<file path="src/rtl/cache_arb_pkg.sv">
// Shared types and default widths for the I/D cache line-port arbiter.
package cache_arb_pkg;

  localparam int ARB_ADDR_W = 32;
  localparam int ARB_LINE_W = 256;

  typedef enum logic [1:0] {
    IDLE    = 2'd0,
    GRANT_I = 2'd1,
    GRANT_D = 2'd2,
    RELEASE = 2'd3
  } arb_state_t;

  typedef enum logic {
    REQ_I = 1'b0,
    REQ_D = 1'b1
  } requester_t;

endpackage

</file>
<file path="src/rtl/cache_arbiter.sv">
// Round-robin arbiter sharing one line-wide memory port between the I-cache
// and the D-cache. One transaction outstanding at a time; a one-cycle release
// gap after each completion lets the cache controllers drop their requests.
module cache_arbiter
  import cache_arb_pkg::*;
#(
  parameter int ADDR_W = ARB_ADDR_W,
  parameter int LINE_W = ARB_LINE_W
) (
  input  logic              clk,
  input  logic              reset,
  input  logic              i_pmem_read,
  input  logic [ADDR_W-1:0] i_pmem_address,
  output logic [LINE_W-1:0] i_pmem_rdata,
  output logic              i_pmem_resp,
  input  logic              d_pmem_read,
  input  logic              d_pmem_write,
  input  logic [ADDR_W-1:0] d_pmem_address,
  input  logic [LINE_W-1:0] d_pmem_wdata,
  output logic [LINE_W-1:0] d_pmem_rdata,
  output logic              d_pmem_resp,
  output logic              mem_read,
  output logic              mem_write,
  output logic [ADDR_W-1:0] mem_address,
  output logic [LINE_W-1:0] mem_wdata,
  input  logic [LINE_W-1:0] mem_rdata,
  input  logic              mem_resp
);

  arb_state_t r_state;
  arb_state_t w_next_state;
  requester_t r_last_served;
  requester_t w_next_last;
  logic       r_d_op;        // 1 = write-back, 0 = line read
  logic       w_next_d_op;
  logic       w_i_req;
  logic       w_d_req;

  // Next-state selection, round-robin tie break and per-state output muxing
  always_comb begin
    w_i_req      = i_pmem_read;
    w_d_req      = d_pmem_read | d_pmem_write;
    w_next_state = r_state;
    w_next_last  = r_last_served;
    w_next_d_op  = r_d_op;
    mem_read     = 1'b0;
    mem_write    = 1'b0;
    mem_address  = '0;
    mem_wdata    = '0;
    i_pmem_resp  = 1'b0;
    d_pmem_resp  = 1'b0;
    // Read data is broadcast; only the granted side's resp qualifies it.
    i_pmem_rdata = mem_rdata;
    d_pmem_rdata = mem_rdata;
    unique case (r_state)
      IDLE: begin
        // I wins when it is alone, or on a tie when D was served last.
        if (w_i_req && (!w_d_req || r_last_served == REQ_D)) begin
          w_next_state = GRANT_I;
          w_next_last  = REQ_I;
        end else if (w_d_req) begin
          w_next_state = GRANT_D;
          w_next_last  = REQ_D;
          w_next_d_op  = d_pmem_write;  // write wins if both strobes are up
        end
      end
      GRANT_I: begin
        mem_read    = 1'b1;
        mem_address = i_pmem_address;
        i_pmem_resp = mem_resp;
        if (mem_resp) w_next_state = RELEASE;
      end
      GRANT_D: begin
        mem_read    = ~r_d_op;
        mem_write   = r_d_op;
        mem_address = d_pmem_address;
        mem_wdata   = d_pmem_wdata;
        d_pmem_resp = mem_resp;
        if (mem_resp) w_next_state = RELEASE;
      end
      RELEASE: begin
        // Requests are ignored here so a just-served cache can deassert.
        w_next_state = IDLE;
      end
      default: begin
        w_next_state = IDLE;
      end
    endcase
  end

  // Arbiter state, fairness record and latched D-side operation
  always_ff @(posedge clk) begin
    if (!reset) begin
      r_state       <= IDLE;
      r_last_served <= REQ_I;   // first tie after reset goes to D
      r_d_op        <= 1'b0;
    end else begin
      r_state       <= w_next_state;
      r_last_served <= w_next_last;
      r_d_op        <= w_next_d_op;
    end
  end

endmodule
</file>
<file path="config.mk">
export PLATFORM = sky130hd
export DESIGN_NAME = cache_arbiter
export DESIGN_NICKNAME = d
export VERILOG_FILES = /design/src/rtl/cache_arb_pkg.sv /design/src/rtl/cache_arbiter.sv
export SDC_FILE = /design/constraint.sdc
export NUM_CORES = 1
export LEC_CHECK = 0
export CORE_AREA = 2 2 535 537
export DETAILED_ROUTE_END_ITERATION = 10
export DIE_AREA = 0 0 537 539
export PLACE_DENSITY = 0.3
export SLEW_MARGIN = 20
export SYNTH_ARGS = -nofsm -noshare
export SYNTH_HDL_FRONTEND = slang
export SYNTH_SLANG_ARGS = --single-unit
</file>
<file path="constraint.sdc">
create_clock -name clk -period 2 [get_ports clk]
set_input_delay 0.4 -clock clk [delete_from_list [all_inputs] [get_ports clk]]
set_output_delay 0.4 -clock clk [all_outputs]
set_load 0.1 [all_outputs]
</file>
==> impl_metrics.py <==
metrics = {
    "die": {
        "ios": 1386,
        "floorplan.die_area_mm2": 0.289,
        "die_width_um": 537,
        "dieHeight_um": 539,
        "num_rows": 196,
        "core_area_mm2": 0.284,
        "floorplan.initialDensity_pct": 2.25,
    },
    "layout": {
        "share_of_post_route_cells_with_drive_strength_above_1_pct": 67.1,
        "most-common-layout-cells": "355 x sky130_fd_sc_hd__buf_12, 318 x sky130_fd_sc_hd__clkdlybuf4s50_1, 182 x sky130_fd_sc_hd__and2_2",
        "fillerInstances": 33200,
        "layout.cells.most_common": "sky130_fd_sc_hd__buf_12",
        "synthToLayoutAreaGrowth_pct": 196,
        "num-nets-final": 1658,
    },
    "timing": {
        "finalMaxSlewViolations": 0,
        "setup_viol": 261,
        "setup-tns-final_ns": -22.06,
        "max_slew.worst_pin.slew_ns": 0.575,
        "grt_setup_unrepaired": "yes",
        "timing.final.crit_share_pct": 110,
        "clock.fmax_mhz": 457,
        "max_slew_margin_pct": 61.7,
        "worst_clock_skew_ns": 0.00162,
        "fin_crit_ns": 2.19,
        "hold_viol": 0,
        "worst_path_setup_slack_after_routing_ns": -0.190,
    },
    "setup_path": {
        "critical_path.n_buffers_inverters": 4,
        "critical_path_required_ns": 1.60,
        "path_class": "reg2out",
        "setup.worst_path.end_class": "output pin",
        "arrival_time_at_the_worst_endpoint_ns": 1.79,
        "crit_slowest_cell": "sky130_fd_sc_hd__dfxtp_2",
        "crit_path_max_incr_delay_ns": 0.33,
        "critPathLaunchType": "flop",
        "setup.reg_to_reg.worst_slack_ns": 0.10,
        "worst_path_most_repeated_cell": "sky130_fd_sc_hd__buf_12",
        "worst-path-max-fanout": 9,
        "path_cells": "inv_1 -> ha_4 -> buf_12 -> buf_8 -> a22oi_1 -> nor2b_2 -> buf_12",
        "crit_path_leading_delay_family": "buffers and inverters",
    },
    "run_status": {
        "failed_checks": "setup timing",
        "outcome": "finished, violations left",
    },
    "route": {
        "vias_per_cell": 1.51,
        "remaining_drc_errors": 0,
        "route.antenna.remaining_nets": 0,
        "drt_pre_antenna_iters": 4,
        "wire_per_inst_um": 35.4,
        "dr_total_vias": 7343,
        "wirelength_um": 172000,
        "starting_drt_drc_count": 317,
    },
    "clock_network": {
        "cts_root_buf": "sky130_fd_sc_hd__clkbuf_16",
        "worst_setup_hold_path_clk_slew_ns": 0.03,
        "clk_latency_ns": 0.23,
        "numClockSinks": 4,
        "tritoncts_clock_tree": "yes",
        "cts_hold_repair.buffers": 0,
        "h-tree-depth": 1,
        "total_clock_buffers_created_by_cts": 3,
        "cts_buffer_depth": 2,
    },
    "pwr": {
        "power_density_mw_per_mm2": 1390,
        "totalPowerFinal_uw": 26200,
        "peakVddDrop_mv": 0.738,
        "cellLeakagePower_uw": 0.00593,
    },
    "synthesis": {
        "asyncSetResetFlopFracSynth_pct": 0,
        "synth.ff_latch_count": 4,
        "ys.warnings.count": 0,
        "netlist-cell-type-count": 24,
        "post_synth.cell_area_avg_um2": 7.06,
        "synth_edf_count": 0,
        "ys_dominant_reg_cell": "sky130_fd_sc_hd__dfxtp_1",
        "synth-seq-area-share_pct": 1.25,
        "synth.net_count": 1490,
        "synthesis.instances": 905,
        "cell_area_after_synthesis_mm2": 0.00639,
    },
    "global_routing": {
        "grt_pass1_vias": 7606,
        "antenna_found_initial": 166,
        "overflow": 0,
        "grt_first_pass_wirelength_um": 189000,
        "grt_use_total_pct": 11.3,
        "grt_start_max_net_pins": 73,
    },
    "place": {
        "finalWeightedCongestion": 0.874,
        "hpwlAfterDp_um": 163000,
        "numPortBuffers": 617,
    },
    "worst_hold_path": {
        "holdCritPathClass": "reg2reg",
    },
    "run": {
        "max_cap_violations": 0,
    },
}
-- metrics by stage --
step           std cells  area, µm²  utilization (%)  hold slack (ns)  setup WS, ns
6_report            4859      18900             6.65            0.497        -0.190
2_1_floorplan        905       6790                -            0.463        -0.243
4_1_cts             4828      18500             6.52            0.498        -0.184
3_5_place_dp        4810      17900             6.31            0.527        -0.269
5_1_grt             4838      18800             6.64            0.526        -0.213
3_3_place_gp        4810      17900             6.31            0.547        -0.412
-- cell families (layout without fill, tap and decap cells) --
group                      count (synthesis)  in the layout  synth area share (%)
adders and majority gates                  3              3                 0.587
other                                      0             26                     0
AOI/OAI and AO/OA                         44             44                  5.19
muxes                                      1              1                 0.176
and+or+nand+nor                          298            298                  29.2
DFF                                        4              4                  1.25
buffers and inverters                    555            721                  63.6
-- tightest hold or removal path: cells and delay by family, from the launching register on --
| kind | cells | cell delay (ns) |
|---|---|---|
| AO/OA/AOI/OAI | 1 | 0.06 |
| flip-flops | 1 | 0.33 |
| AND/OR/NAND/NOR | 1 | 0.06 |
-- report_power, final --
| group | total (µW) | leakage [µW] | switching (µW) | internal, µW |
|---|---|---|---|---|
| sequential | 177 | 0.0000341 | 55.1 | 122 |
| clock | 312 | 0.0000371 | 56.5 | 255 |
| combinational | 25700 | 0.00586 | 16300 | 9420 |
| total | 26200 | 0.00593 | 16400 | 9800 |
-- flip-flops by register name, summed over array words and instances, names as in the netlist --
signal	flops
r_state	2
r_d_op	1
r_last_served	1
-- Yosys cell counts (2+ instances only) --
cell type                    n  area [µm²]
sky130_fd_sc_hd__buf_4     516        3870
sky130_fd_sc_hd__and2_1    260        1630
sky130_fd_sc_hd__nor2b_1    33         206
sky130_fd_sc_hd__a22oi_1    32         240
sky130_fd_sc_hd__clkbuf_2   23         115
sky130_fd_sc_hd__buf_2       9        45.0
sky130_fd_sc_hd__dfxtp_1     4        80.1
sky130_fd_sc_hd__clkbuf_1    3        11.3
sky130_fd_sc_hd__ha_1        3        37.5
sky130_fd_sc_hd__inv_1       3        11.3
sky130_fd_sc_hd__nand2_1     3        11.3
sky130_fd_sc_hd__a21boi_0    2        15.0
sky130_fd_sc_hd__a21oi_1     2        10.0
sky130_fd_sc_hd__o21a_1      2        15.0
-- per-layer routing --
metal	track usage [%]	vias up	wire, µm
met2	17.1	1155	72500
met4	3.60	38	7270
met5	0	-	248
met1	9.16	3000	46500
met3	13.3	534	45400
li1	-	2616	-
-- path summary, 6_finish.rpt --
check | cells past startpoint | end | start
hold / removal | 2 | r_state[1] | r_state[1]
setup reg to reg | 8 | r_state[1] | r_state[0]
setup / recovery | 7 | mem_address[9] | r_state[1]
hold reg to reg | 2 | r_state[1] | r_state[1]
-- what timing repair did --
item | in CTS | in global routing
gates resized for setup | 103 | 71
pin swaps | 3 | 0
buffers inserted | 9 | 2
setup endpoints to repair | 288 | 273
cloned | 6 | 4
-- cell type report --
| type | count | area, µm² | area share, % |
|---|---|---|---|
| inverter | 3 | 13.8 | 0.0728 |
| tap | 3762 | 4710 | 24.9 |
| antenna | 26 | 65.1 | 0.344 |
| clock buffer | 3 | 75.1 | 0.397 |
| timing repair buffer | 715 | 10900 | 57.7 |
| multi-input combinational | 346 | 3040 | 16.1 |
| sequential | 4 | 85.1 | 0.450 |
Note: power is estimated with default switching activity, not from simulation.
